$ cat config.mk
export PLATFORM = sky130hd
export DESIGN_NAME = fetch_unit_flat
export DESIGN_NICKNAME = d
export VERILOG_FILES = /design/src/rtl/fetch_unit_if.sv /design/src/rtl/fetch_unit.sv /design/src/flat_wrapper.sv
export SDC_FILE = /design/constraint.sdc
export NUM_CORES = 1
export LEC_CHECK = 0
export CAP_MARGIN = 20
export CORE_UTILIZATION = 55
export CTS_CLUSTER_DIAMETER = 60
export DETAILED_ROUTE_END_ITERATION = 16
export GPL_TIMING_DRIVEN = 1
export MAX_ROUTING_LAYER = met4
export PLACE_DENSITY = 0.88
export SLEW_MARGIN = 40
export SYNTH_ARGS = -nofsm -noshare
export SYNTH_HDL_FRONTEND = slang
export SYNTH_SLANG_ARGS = --single-unit
$ cat constraint.sdc
create_clock -name clk -period 3.5 [get_ports clk]
set_input_delay 0.7 -clock clk [delete_from_list [all_inputs] [get_ports clk]]
set_output_delay 0.7 -clock clk [all_outputs]
set_load 0.05 [all_outputs]
$ cat src/rtl/fetch_unit_if.sv
// Fetch-unit bus: instruction memory port, redirect input and decode handshake.
// Perf counter signals exist only when FETCH_PERF_EN is defined.
interface fetch_unit_if;
    logic [14:0] mem_raddr;
    logic [15:0] mem_rdata;
    logic        redirect_valid;
    logic [14:0] redirect_pc;
    logic        out_valid;
    logic        out_ready;
    logic [15:0] out_instr;
    logic [14:0] out_pc;
`ifdef FETCH_PERF_EN
    logic [15:0] perf_fetched;
    logic [15:0] perf_stall;
`endif

    modport master (
`ifdef FETCH_PERF_EN
        output perf_fetched,
        output perf_stall,
`endif
        output mem_raddr,
        input  mem_rdata,
        input  redirect_valid,
        input  redirect_pc,
        output out_valid,
        input  out_ready,
        output out_instr,
        output out_pc
    );

    modport slave (
`ifdef FETCH_PERF_EN
        input  perf_fetched,
        input  perf_stall,
`endif
        input  mem_raddr,
        output mem_rdata,
        output redirect_valid,
        output redirect_pc,
        input  out_valid,
        output out_ready,
        input  out_instr,
        input  out_pc
    );
endinterface

$ cat src/rtl/fetch_unit.sv
// Instruction fetch stage: credit-limited issue, latency tracker, output FIFO.
// Optional FETCH_PERF_EN adds delivered-instruction and stall counters.
module fetch_unit #(
    parameter int          FIFO_DEPTH  = 4,
    parameter int          MEM_LATENCY = 2,
    parameter logic [14:0] RESET_PC    = 15'h0000
) (
    input  logic          clk,
    input  logic          rst_n,
    fetch_unit_if.master  bus
);
    localparam int PW = (FIFO_DEPTH > 1) ? $clog2(FIFO_DEPTH) : 1;
    localparam int CW = $clog2(FIFO_DEPTH + MEM_LATENCY + 1);

    typedef struct packed {
        logic [15:0] instr;
        logic [14:0] pc;
    } fifo_ent_t;

    logic [14:0]            pc_q, pc_d;
    logic [MEM_LATENCY-1:0] trk_v_q, trk_v_d;
    logic [14:0]            trk_pc_q [MEM_LATENCY];
    logic [14:0]            trk_pc_d [MEM_LATENCY];
    fifo_ent_t              fifo_q [FIFO_DEPTH];
    fifo_ent_t              head;
    logic [PW-1:0]          rd_ptr_q, rd_ptr_d;
    logic [PW-1:0]          wr_ptr_q, wr_ptr_d;
    logic [CW-1:0]          cnt_q, cnt_d;
    logic [CW-1:0]          inflight;
    logic                   redir, issue, push, pop, valid;

    function automatic logic [PW-1:0] ptr_inc(logic [PW-1:0] p);
        return (p == PW'(FIFO_DEPTH - 1)) ? '0 : p + PW'(1);
    endfunction

    assign redir = bus.redirect_valid;
    assign valid = (cnt_q != '0);
    assign head  = fifo_q[rd_ptr_q];

    always_comb begin
        inflight = '0;
        for (int i = 0; i < MEM_LATENCY; i++) begin
            inflight = inflight + CW'(trk_v_q[i]);
        end
    end

    // Same-cycle pops earn no credit, so every tracked return has a slot.
    assign issue = !redir && ((cnt_q + inflight) < CW'(FIFO_DEPTH));
    assign push  = trk_v_q[MEM_LATENCY-1] && !redir;
    assign pop   = valid && bus.out_ready && !redir;

    always_comb begin
        pc_d = pc_q;
        if (redir) begin
            pc_d = bus.redirect_pc;
        end else if (issue) begin
            pc_d = pc_q + 15'd1;
        end
    end

    always_comb begin
        trk_v_d     = '0;
        trk_v_d[0]  = issue;
        trk_pc_d[0] = pc_q;
        for (int i = 1; i < MEM_LATENCY; i++) begin
            trk_v_d[i]  = trk_v_q[i-1] && !redir;
            trk_pc_d[i] = trk_pc_q[i-1];
        end
    end

    always_comb begin
        rd_ptr_d = rd_ptr_q;
        wr_ptr_d = wr_ptr_q;
        cnt_d    = cnt_q;
        if (redir) begin
            rd_ptr_d = '0;
            wr_ptr_d = '0;
            cnt_d    = '0;
        end else begin
            if (push) wr_ptr_d = ptr_inc(wr_ptr_q);
            if (pop)  rd_ptr_d = ptr_inc(rd_ptr_q);
            cnt_d = cnt_q + CW'(push) - CW'(pop);
        end
    end

    always_ff @(posedge clk or negedge rst_n) begin
        if (!rst_n) begin
            pc_q     <= RESET_PC;
            trk_v_q  <= '0;
            rd_ptr_q <= '0;
            wr_ptr_q <= '0;
            cnt_q    <= '0;
            for (int i = 0; i < MEM_LATENCY; i++) begin
                trk_pc_q[i] <= '0;
            end
        end else begin
            pc_q     <= pc_d;
            trk_v_q  <= trk_v_d;
            rd_ptr_q <= rd_ptr_d;
            wr_ptr_q <= wr_ptr_d;
            cnt_q    <= cnt_d;
            for (int i = 0; i < MEM_LATENCY; i++) begin
                trk_pc_q[i] <= trk_pc_d[i];
            end
        end
    end

    always_ff @(posedge clk) begin
        if (push) begin
            fifo_q[wr_ptr_q] <= '{instr: bus.mem_rdata,
                                  pc:    trk_pc_q[MEM_LATENCY-1]};
        end
    end

    assign bus.mem_raddr = pc_q;
    assign bus.out_valid = valid;
    assign bus.out_instr = valid ? head.instr : '0;
    assign bus.out_pc    = valid ? head.pc : '0;

`ifdef FETCH_PERF_EN
    logic [15:0] perf_fetched_q, perf_fetched_d;
    logic [15:0] perf_stall_q, perf_stall_d;

    always_comb begin
        perf_fetched_d = perf_fetched_q + (pop ? 16'd1 : 16'd0);
        perf_stall_d   = perf_stall_q + (valid ? 16'd0 : 16'd1);
    end

    always_ff @(posedge clk or negedge rst_n) begin
        if (!rst_n) begin
            perf_fetched_q <= '0;
            perf_stall_q   <= '0;
        end else begin
            perf_fetched_q <= perf_fetched_d;
            perf_stall_q   <= perf_stall_d;
        end
    end

    assign bus.perf_fetched = perf_fetched_q;
    assign bus.perf_stall   = perf_stall_q;
`endif
endmodule
$ cat src/flat_wrapper.sv
// flat-port wrapper written by rule: the top's interface ports become plain ports
module fetch_unit_flat 
#(
    parameter int          FIFO_DEPTH  = 4,
    parameter int          MEM_LATENCY = 2,
    parameter logic [14:0] RESET_PC    = 15'h0000
)
  (clk, rst_n, bus_mem_raddr, bus_mem_rdata, bus_redirect_valid, bus_redirect_pc, bus_out_valid, bus_out_ready, bus_out_instr, bus_out_pc);
  fetch_unit_if bus_i ();
  input  logic clk;
  input  logic rst_n;
  output wire logic [$bits(bus_i.mem_raddr)-1:0] bus_mem_raddr;
  input wire logic [$bits(bus_i.mem_rdata)-1:0] bus_mem_rdata;
  input wire logic [$bits(bus_i.redirect_valid)-1:0] bus_redirect_valid;
  input wire logic [$bits(bus_i.redirect_pc)-1:0] bus_redirect_pc;
  output wire logic [$bits(bus_i.out_valid)-1:0] bus_out_valid;
  input wire logic [$bits(bus_i.out_ready)-1:0] bus_out_ready;
  output wire logic [$bits(bus_i.out_instr)-1:0] bus_out_instr;
  output wire logic [$bits(bus_i.out_pc)-1:0] bus_out_pc;
  assign bus_mem_raddr = bus_i.mem_raddr;
  assign bus_i.mem_rdata = bus_mem_rdata;
  assign bus_i.redirect_valid = bus_redirect_valid;
  assign bus_i.redirect_pc = bus_redirect_pc;
  assign bus_out_valid = bus_i.out_valid;
  assign bus_i.out_ready = bus_out_ready;
  assign bus_out_instr = bus_i.out_instr;
  assign bus_out_pc = bus_i.out_pc;
  fetch_unit #(.FIFO_DEPTH(FIFO_DEPTH), .MEM_LATENCY(MEM_LATENCY), .RESET_PC(RESET_PC)) u_core (.clk(clk), .rst_n(rst_n), .bus(bus_i));
endmodule
==> impl_metrics.env <==
export IMPL_reg2regPathDepth=11
export IMPL_stdcell_area_sq_um=8410
export IMPL_drive_above_1_share_pct=23.5
export IMPL_drv_slew=0
export IMPL_post_route_period_util_pct=90.7
export IMPL_status="completed"
export IMPL_hold_violations=0
export IMPL_die_h_um=114
export IMPL_postSynthAreaPerCell_sq_um=17.6
export IMPL_drt_iter0_drc=241
export IMPL_routedWlPerCell_um=20.3
export IMPL_ioPinCount=82
export IMPL_syn_area_sq_um=6960
export IMPL_via_per_inst=5.62
export IMPL_grt_ovfl_total=0
export IMPL_drt_wl_total_um=13400
export IMPL_grt_pass1_vias=3933
export IMPL_peakVddDrop_mv=0.365
export IMPL_coreArea_sq_um=12200
export IMPL_track_usage_pct=23.1
export IMPL_max_cap_viol_count=0
export IMPL_syn_nets=441
export IMPL_clock_latency_ps=420
export IMPL_synth_compound_area_share_pct=2.90
export IMPL_p_seq_share_pct=42.5
export IMPL_vias=3694
export IMPL_synth_simple_area_share_pct=7.32
export IMPL_place_inst=625
export IMPL_async_flop_share_pct=30.3
export IMPL_share_comb_of_total_power_pct=28.1
export IMPL_synth_fa_ha_area_share_pct=2.09
export IMPL_critPathLaunchType="register"
export IMPL_synthMuxAreaShare_pct=10.6
export IMPL_drc=0
export IMPL_swShare_pct=33.7
export IMPL_grt_setup_unrepaired="false"
export IMPL_dp_hpwl_um=8200
export IMPL_ctsResizeCount=0
export IMPL_ys_ff_latch=178
export IMPL_synth_main_ff_cell="edfxtp_1"
export IMPL_timing_hold_ws_ps=225
export IMPL_cp_end_kind="primary output"
export IMPL_max_freq_mhz=315
export IMPL_hold_buffers=0
export IMPL_routabilityCongestion=0.836
export IMPL_cts_sinks=178
export IMPL_tritoncts="yes"
export IMPL_die_area_sq_um=13100
export IMPL_netlist_top_cells_count="edfxtp_1, dfrtp_1, and2_1, mux4_2"
export IMPL_hold_path_class="input pin to async pin"
export IMPL_ys_seq_area_share_pct=72.9
export IMPL_cts_root_buffer="clkbuf_16"
export IMPL_antennaDiodeCount=0
export IMPL_die_w_um=114
export IMPL_critPathMaxFanout=23
export IMPL_synth_most_common_cell="edfxtp_1"
export IMPL_path_class="register to primary output"
export IMPL_synth_area_leaders="edfxtp_1, dfrtp_1, mux4_2, and2_1, ha_1"
export IMPL_fp_row_count=40
export IMPL_fin_cells=657
export IMPL_yosysTopAreaCell="edfxtp_1"
export IMPL_setup_viol=0
export IMPL_ant_nets=0
export IMPL_synth_top_family_by_area="multiplexers"
export IMPL_finalNetCount=522
export IMPL_powerDensity_nw_per_um2=726
export IMPL_cts_max_level=4
export IMPL_reg2reg_slack_ps=690
export IMPL_p_sw_uw=2060
export IMPL_worst_slew_pin_slew_ps=703
export IMPL_clockBufferDepth=2
export IMPL_pwr_share_clk_pct=29.4
export IMPL_skew_ps=11.8
export IMPL_postCtsSetupBuffers=0
export IMPL_antenna_found_initial=0
export IMPL_synth_top_area_share_pct=53.5
export IMPL_crit_arrival_ps=2470
export IMPL_place_area_sq_um=7860
export IMPL_relSlewSlack_pct=53.2
export IMPL_layout_setup_ws_ps=327
export IMPL_path_clk_slew_ps=70
export IMPL_r2r_start="u_core.cnt_q[2]"
export IMPL_area_growth_pct=20.9
export IMPL_setup_tns_ps=0
export IMPL_synth_edff_count=124
export IMPL_cell_internal_pwr_uw=4050
export IMPL_synth_distinct_cells=38
export IMPL_synth_xor_area_share_pct=1.01
export IMPL_syn_inst=395
export IMPL_cts_buffers=17
export IMPL_dp_slack_ps=701
export IMPL_grt_max_degree=36
export IMPL_detail_route_first_pass_iterations=4
export IMPL_leakage_uw=0.00304
export IMPL_start_util_pct=57.2
export IMPL_numPortBuffers=81
export IMPL_ys_warnings_count=0
export IMPL_finalCriticalPeriod_ps=3170
export IMPL_r2r_end="u_core.cnt_q[2]"
export IMPL_worstPathRequired_ps=2800
export IMPL_grt_pass1_wl_um=21200
## routing by layer
layer  vias up  global-route usage [%]  wire length [um]
li1       1659                       -                 -
met1      1889                    27.8              5190
met2       127                    37.6              7220
met3        19                    5.24               657
met4         0                    10.7               293
met5         -                       -                 0
## kinds of logic after synthesis
family / count (synthesis)
buf+inv: 40
fa+ha+maj: 11
xor+xnor: 8
simple gates: 93
mux: 35
compound gates: 30
flops: 178
## how the worst max path moves through the flow
| stage | start | slack, ps | cells after the start | endpoint |
|---|---|---|---|---|
| after detailed placement | u_core.cnt_q[2] | 700 | 11 | u_core.cnt_q[2] |
| after global placement | u_core.rd_ptr_q[0] | 730 | 4 | bus_out_instr[14] |
| final | u_core.rd_ptr_q[0] | 330 | 4 | bus_out_instr[7] |
| after CTS | u_core.rd_ptr_q[0] | 260 | 4 | bus_out_instr[8] |
| after global routing | u_core.rd_ptr_q[0] | 130 | 4 | bus_out_instr[9] |
| after floorplan | bus_redirect_valid | 870 | 11 | u_core.cnt_q[2] |
## power groups by stage
stage / combinational, uW / clock, uW / sequential [uW]
after floorplan: 1300 / 0 / 2540
after global placement: 1700 / 0 / 2630
after detailed placement: 1720 / 0 / 2640
after CTS: 1740 / 1810 / 2600
after global routing: 1810 / 1900 / 2620
final: 1720 / 1800 / 2600
## critical path, cell delays in order, from the launching register on
cell	delay [ps]
dfrtp_2	820
buf_4	340
mux4_2	520
and2_1	190
buf_4	190
## layout make-up
cell class / instances / area [sq um]
multi-input combinational: 177 / 1670
sequential: 178 / 5080
clock buffer: 18 / 429
tap: 168 / 210
clock inverter: 14 / 130
fill: 763 / 3750
inverter: 10 / 37.5
timing repair buffer: 92 / 861
## metrics by stage
step	utilization (%)	power (uW)
floorplan	-	3840
global placement	64.6	4320
detailed placement	64.6	4360
CTS	69.2	6150
global route	69.2	6340
finish	69.2	6110
## cell usage in the layout, fill, tap and decap left out, types with 5 or more instances in the layout
cell type,instances
edfxtp_1,124
clkbuf_16,17
mux4_2,31
inv_1,9
or3_1,5
o21ai_0,9
nand2_1,14
ha_1,10
xnor2_1,5
nor2_1,15
and2_1,31
clkdlybuf4s50_1,49
dfrtp_1,53
buf_4,38
nand3_1,7
a31oi_1,8
## registers in the layout, summed over array words and instances (netlist names)
name                  count
u_core.trk_pc_q          15
u_core.bus.mem_raddr     15
u_core.trk_v_q            2
u_core.wr_ptr_q           2
u_core.rd_ptr_q           2
u_core.cnt_q              3
u_core.fifo_q           124
u_core.trk_pc_d          15
Power figures use the tool's default switching activity.
